## src/rtl/rc4_ksa_engine.sv

```systemverilog
// rc4_ksa_engine: RC4 key scheduling (optional identity fill, then swap loop)
// driving an external 256x8 single-port synchronous S-box RAM.
module rc4_ksa_engine #(
  parameter int KEY_BYTES = 3,
  parameter int KEY_W     = 8*KEY_BYTES,
  parameter int KLEN_W    = $clog2(KEY_BYTES)+1
) (
  input  logic              clk,
  input  logic              reset,
  input  logic              start,
  input  logic              init_en,
  input  logic [KLEN_W-1:0] key_len,
  input  logic [KEY_W-1:0]  secret_key,
  input  logic [7:0]        q_s,
  output logic [7:0]        addr_s,
  output logic [7:0]        data_s,
  output logic              wren_s,
  output logic              busy,
  output logic              done
);
  typedef enum logic [3:0] {IDLE, FILL, RD_I, CAP_I, RD_J, CAP_J, WR_I, WR_J, DONE} state_e;
  localparam logic [KLEN_W-1:0] KMAX = KLEN_W'(KEY_BYTES);
  state_e state_q, state_d;
  logic [7:0] i_q, i_d, j_q, j_d, si_q, si_d, sj_q, sj_d, kbyte;
  logic [KLEN_W-1:0] kidx_q, kidx_d, klen_q, klen_d;
  logic [KEY_W-1:0] key_q, key_d;
  logic accept;
  assign accept = start && (state_q == IDLE || state_q == DONE);
  always_comb begin
    kbyte = '0;
    for (int k = 0; k < KEY_BYTES; k++)
      if (kidx_q == KLEN_W'(k)) kbyte = key_q[KEY_W-1-8*k -: 8];
  end
  always_comb begin
    state_d = state_q;
    i_d     = i_q;
    j_d     = j_q;
    si_d    = si_q;
    sj_d    = sj_q;
    kidx_d  = kidx_q;
    klen_d  = klen_q;
    key_d   = key_q;
    if (accept) begin
      key_d   = secret_key;
      klen_d  = (key_len == '0 || key_len > KMAX) ? KMAX : key_len;
      i_d     = '0;
      j_d     = '0;
      kidx_d  = '0;
      state_d = init_en ? FILL : RD_I;
    end else begin
      case (state_q)
        FILL: begin
          i_d     = i_q + 8'd1;
          state_d = (i_q == 8'hff) ? RD_I : FILL;
        end
        RD_I:  state_d = CAP_I;
        CAP_I: begin
          si_d    = q_s;
          j_d     = j_q + q_s + kbyte;
          state_d = RD_J;
        end
        RD_J:  state_d = CAP_J;
        CAP_J: begin
          sj_d    = q_s;
          state_d = WR_I;
        end
        WR_I:  state_d = WR_J;
        WR_J: begin
          i_d     = i_q + 8'd1;
          kidx_d  = (kidx_q == klen_q - 1'b1) ? '0 : kidx_q + 1'b1;
          state_d = (i_q == 8'hff) ? DONE : RD_I;
        end
        default: ;
      endcase
    end
  end
  always_ff @(posedge clk or posedge reset) begin
    if (reset) begin
      state_q <= IDLE;
      i_q     <= '0;
      j_q     <= '0;
      si_q    <= '0;
      sj_q    <= '0;
      kidx_q  <= '0;
      klen_q  <= KMAX;
      key_q   <= '0;
    end else begin
      state_q <= state_d;
      i_q     <= i_d;
      j_q     <= j_d;
      si_q    <= si_d;
      sj_q    <= sj_d;
      kidx_q  <= kidx_d;
      klen_q  <= klen_d;
      key_q   <= key_d;
    end
  end
  // Outputs decode from state alone so an async reset clears wren_s at once.
  assign wren_s = state_q inside {FILL, WR_I, WR_J};
  assign addr_s = (state_q inside {RD_J, CAP_J, WR_J}) ? j_q :
                  (state_q inside {FILL, RD_I, CAP_I, WR_I}) ? i_q : 8'h00;
  assign data_s = (state_q == FILL) ? i_q :
                  (state_q == WR_I) ? sj_q :
                  (state_q == WR_J) ? si_q : 8'h00;
  assign busy   = !(state_q inside {IDLE, DONE});
  assign done   = state_q == DONE;
endmodule

```

## config.mk

```make
export PLATFORM = sky130hd
export DESIGN_NAME = rc4_ksa_engine
export DESIGN_NICKNAME = d
export VERILOG_FILES = /design/src/rtl/rc4_ksa_engine.sv
export SDC_FILE = /design/constraint.sdc
export NUM_CORES = 1
export LEC_CHECK = 0
export ABC_CLOCK_PERIOD_IN_PS = 3110
export CAP_MARGIN = 10
export CORE_ASPECT_RATIO = 1.1
export CORE_MARGIN = 2
export CORE_UTILIZATION = 36
export CTS_CLUSTER_SIZE = 25
export DETAILED_ROUTE_END_ITERATION = 8
export DONT_BUFFER_PORTS = 1
export PLACE_DENSITY = 0.62
export SYNTH_ARGS = -nofsm -noshare
export SYNTH_HDL_FRONTEND = slang
export SYNTH_SLANG_ARGS = --single-unit
```

## constraint.sdc

```tcl
create_clock -name clk -period 3.11 [get_ports clk]
set_input_delay 0.622 -clock clk [delete_from_list [all_inputs] [get_ports clk]]
set_output_delay 0.622 -clock clk [all_outputs]
set_load 0.01 [all_outputs]
```

Word-level counts from Yosys, hierarchy flattened:

Index checks and enable logic that the tools add are counted.

* output and inout port bits: 19
* flip-flop bits (word level): 66

* order comparisons: 1
* bitwise gates (word level): 1
* reduce and logical (&&, ||, !) cells: 18
* equality and inequality tests: 12
* add/sub/neg operators: 5
* muxes and demuxes: 21

Operator list (count)
* $mux 8: 12
* $pmux 4 s7: 1
* $add 8x8->8: 2
* $eq 4x3->1 const B: 4
* $mux 3: 4
* $add 8x1->8 const B: 1
* $eq 4x2->1 const B: 2
* $eq 8x8->1 const B: 1
* $mux 4: 2
* $reduce_bool 2->1: 4
* $reduce_bool 8->1: 1
* $logic_not 3->1: 2
* $reduce_bool 3->1: 2
* $eq 4x1->1 const B: 1
* $eq 4x4->1 const B: 1
* $logic_not 4->1: 1
* $mux 2: 2
* $reduce_and 2->1: 2
* $reduce_bool 4->1: 1
* $add 3x1->3 const B: 1
* $eq 3x1->1 const B: 1
* $eq 3x2->1 const B: 1
* $eq 3x3->1: 1
* $gt 3x2->1 const B: 1
* other kinds (6): 7

Depth between registers and ports, before layout:

* word-level depth: 7
* depth in mapped cells: 15
* mapped depth without buffers: 14

Worst setup path before layout:

No wires, ideal clock.

* path type: register to register
* start point: reg kidx_q[0]
* end point: reg j_q[7]
* period minus slack after synthesis: 3.046 ns
* setup slack: 0.064 ns
* cell stages (with the launch flop): 15
* setup time: 0.134 ns
* data arrival time: 2.912 ns
* cells stage by stage: dfrtp_1 -> inv_1 -> ha_1 -> nor3b_1 -> a22oi_1 -> a21oi_1 -> fa_1 -> ha_1 -> inv_1 -> fa_1 -> nand2b_1 -> a21oi_1 -> o22ai_1 -> xnor2_1 -> o21ai_0

* word-level cells in the longest chain between the ends: 7
* elaborated cells on any way between the ends: 9
* classes of those cells: add/sub (1); eq/ne (2); mux (5); reduce/logical (1)

RTL lines
* start: declaration: RTL line 25 `logic [KLEN_W-1:0] kidx_q, kidx_d, klen_q, klen_d;`
* start signal: assignment: RTL line 93 `kidx_q <= kidx_d;`
* $logic_not 3->1: RTL line 32 `if (kidx_q == KLEN_W'(k)) kbyte = key_q[KEY_W-1-8*k -: 8];`
* $mux 8 (2 in series): RTL line 32
* $mux 8 *: RTL line 32
* $add 8x8->8 *: RTL line 59 `j_d = j_q + q_s + kbyte;`
* $mux 8 *: RTL line 51 `case (state_q)`
* $mux 8 *: RTL line 43 `if (accept) begin`
* end signal: assignment: RTL line 90 `j_q <= j_d;`
* end: declaration: RTL line 24 `logic [7:0] i_q, i_d, j_q, j_d, si_q, si_d, sj_q, sj_d, kbyte;`

Mark *: on every way between the ends. The rest lies on a longest branch, timed or not. The select of a mux whose other input is x is not followed.
A chain may end at the register's enable or synchronous reset.

Final worst setup path:

Same ends and word-level chain as after synthesis.

==> metrics.md <==
| Metric | Value |
|---|---|
| Total track usage | 16.88% |
| Top FF cell, synth | dfrtp_1 |
| CTS Hold Bufs | 0 |
| Crit-path slowest cell | fa_1 |
| Final-stage net count | 463 |
| CTS tree | built |
| Top cell type's share of synthesized area | 42.81% |
| Cell type with the highest aggregate area in the netlist | dfrtp_1 |
| Seq cells post-synth | 66 |
| Post-synth EDFFs | 0 |
| Die ar. | 11220 um^2 |
| DIE HEIGHT | 110.9 um |
| Port bufs | 0 |
| Vias in the first global route | 2909 |
| CTS H-tree lvls | 3 |
| Asr flop ratio synth | 100.0% |
| Number of synthesis warnings | 0 |
| Clk buf depth | 2 |
| Row cnt | 39 |
| Run status | completed |
| Wire per inst | 16.64 um |
| Worst-Margin Slew | 0.7341 ns |
| CP Data Required Time | 3.32 ns |
| TritonRoute pass-1 iters | 5 |
| Area of the multi-input gates | 1958 um^2 |
| RSZ-0062 raised after global routing | yes |
| Layout cells sized above 1 | 17.85% |
| Hold slack final | 0.2410 ns |
| Remaining DRCs | 0 |
| Cell area after synthesis | 3741 um^2 |
| Clock slew at reported path FFs | 0.06 ns |
| Largest net degree at the start of global routing | 67 |
| Area after DPL | 3894 um^2 |
| Detailed Route WL | 8852 um |
| Antenna Nets Post-Route | 0 |
| Achievable frequency | 0.3351 GHz |
| Worst min path class | in2async |
| Die X | 101.2 um |
| Period utilization | 95.95% |
| Sequence of cells on the critical path | buf_4, ha_4, nor3b_4, a22oi_1, a21oi_2, fa_1, ha_1, nor2_1, a21oi_4, o22ai_1, xnor2_1, o21ai_1 |
| PnR worst setup slack | 0.1259 ns |
| Maxcap violations | 0 |
| Dpl hpwl | 6318 um |
| Final setup vio count | 0 |
| Slew HR | 50.88% |
| Io pins | 58 |
| Fin Setup TNS | 0 ns |
| First-iteration detailed-routing DRC count | 167 |
| Mapped Nets | 459 |
| Post-Place Setup Slack | -0.0009670 ns |
| First-pass GRT wire length | 14600 um |
| Number of fill cells | 1001 |
| Final period demand of the worst path | 2.984 ns |
| Reg2Reg Depth | 12 |
| P_leak | 2.085 nW |
| Starting Density | 36.51% |
| Area Growth Syn to Fin | 15.05% |
| Vias | 2833 |
| Global route overflow | 0 |
| Biggest fanout along the worst timing path | 7 |
| Top cells by area, synth | dfrtp_1 (43%), nand2_1 (9.1%), mux2_2 (4.5%) |
| Power per Cell Area | 809.5 nW/um^2 |
| CP peak stage delay | 0.46 ns |
| Setup CP Type | reg2reg |
| Clock skew | 0.008468 ns |
| Fin. max-slew vios | 0 |
| Register Area | 1654 um^2 |
| Ant. Diodes | 0 |
| Worst setup SP type | flop |
| Yosys cell types | 47 |
| Avg Inst Size Synth | 9.353 um^2 |
| CTS sink count | 66 |
| GPL Wtd Cong | 0.8816 |
| Final hold vios | 0 |
| Maximum VDD drop | 0.2673 mV |
| Kind of end point of the critical path | flop |
| Clk_lat worst skew | 0.34 ns |
| Post-synthesis sequential area ratio | 44.21% |
| Final Instance Area | 4304 um^2 |
| CTS buffer count | 9 |
| Core area | 10250 um^2 |
| Initial antenna violation count | 0 |
| Drt via density | 5.325 |
| Root Driver | clkbuf_16 |
| Crit path DAT | 3.20 ns |
| Synth Instances | 400 |
## flip-flops by register name, indices dropped and copies added (netlist names)
name	count
klen_q	3
kidx_q	3
state_q	4
key_q	24
j_q	8
sj_q	8
si_q	8
i_q	8
## worst max-delay path, delay by kind of cell (launching register included)
family          cells  cell delay [ns]
buf+inv             1             0.16
fa+ha+maj           3             0.92
compound gates      5             0.69
xor+xnor            1             0.14
simple gates        2             0.57
flops               1             0.37
## Yosys cell counts, types with 3 or more instances
cell type  instances
xor2_1             8
clkbuf_1           9
nand2b_1           6
nor2_1            31
nor3b_1            4
dfrtp_1           64
buf_6              4
nor3_1             3
buf_2              8
nand2_1           91
o21ai_0           13
inv_1             25
a222oi_1           8
ha_1              12
a22oi_1           15
xnor2_1            8
a21oi_1           20
mux2_2            15
fa_1               8
nand3_1           11
## final timing paths
kind | from | end | slack (ns)
setup / recovery | kidx_q[0] | j_q[7] | 0.13
hold / removal | reset | key_q[7] | 0.24
setup reg to reg | kidx_q[0] | j_q[7] | 0.13
hold reg to reg | key_q[14] | key_q[14] | 0.47
max in group asynchronous | reset | klen_q[0] | 2.57
min in group clk | secret_key[22] | key_q[22] | 0.39
## layout by cell type (no fill, tap or decap), types with 4 or more instances in the layout
| cell type | n |
|---|---|
| nor2_1 | 31 |
| buf_4 | 13 |
| nand3_1 | 11 |
| a21oi_2 | 5 |
| inv_1 | 23 |
| nand2b_1 | 4 |
| o21ai_0 | 10 |
| a21oi_1 | 15 |
| clkbuf_16 | 9 |
| xor2_1 | 8 |
| a22oi_1 | 14 |
| fa_1 | 7 |
| mux2_2 | 15 |
| ha_1 | 9 |
| dfrtp_1 | 64 |
| nand2_1 | 91 |
| xnor2_1 | 8 |
| a222oi_1 | 8 |
## cells by family after synthesis
group,share of synthesized area (%)
simple gates,19.83
compound gates,13.18
flops,44.21
buf+inv,5.686
fa+ha+maj,8.294
mux,5.050
xor+xnor,3.746
## layer usage
metal / part of all wire (%) / global-route usage, % / vias up
li1: - / - / 1366
met1: 40 / 19.71 / 1401
met2: 51 / 27.99 / 52
met3: 5.5 / 5.107 / 14
met4: 2.7 / 7.928 / 0
met5: 0 / 0 / -
## report_power, final
| group | leakage (nW) | internal, mW | switching, mW | total (mW) |
|---|---|---|---|---|
| Clock | 0.153 | 0.708 | 0.399 | 1.11 |
| Combinational | 1.11 | 0.616 | 0.709 | 1.32 |
| Sequential | 0.821 | 0.944 | 0.108 | 1.05 |
| Total | 2.08 | 2.27 | 1.22 | 3.48 |
## through the flow
stage | total power, mW | util, % | instances
final | 3.484 | 42.00 | 532
after global routing | 3.726 | 42.00 | 532
after CTS | 3.336 | 41.25 | 532
after detailed placement | 2.199 | 38.00 | 516
after global placement | 2.165 | 38.00 | 516
after floorplan | 1.895 | - | 400
## repair_timing
item / CTS / global route
endpoints found under the setup margin: 1 / 4
pin swaps: 0 / 3
cloned: 0 / 0
gates resized for setup: 2 / 21
buffers inserted: 0 / 1
## cell type report
| type | count | area share [%] |
|---|---|---|
| flip-flops and latches | 66 | 38.43 |
| inverters | 25 | 2.180 |
| multi-input cells | 288 | 45.49 |
| clock buffers | 9 | 5.233 |
| repair buffers | 14 | 2.733 |
| clock inverters | 7 | 2.355 |
| well taps | 123 | 3.576 |
(Power assumes the default switching activity.)
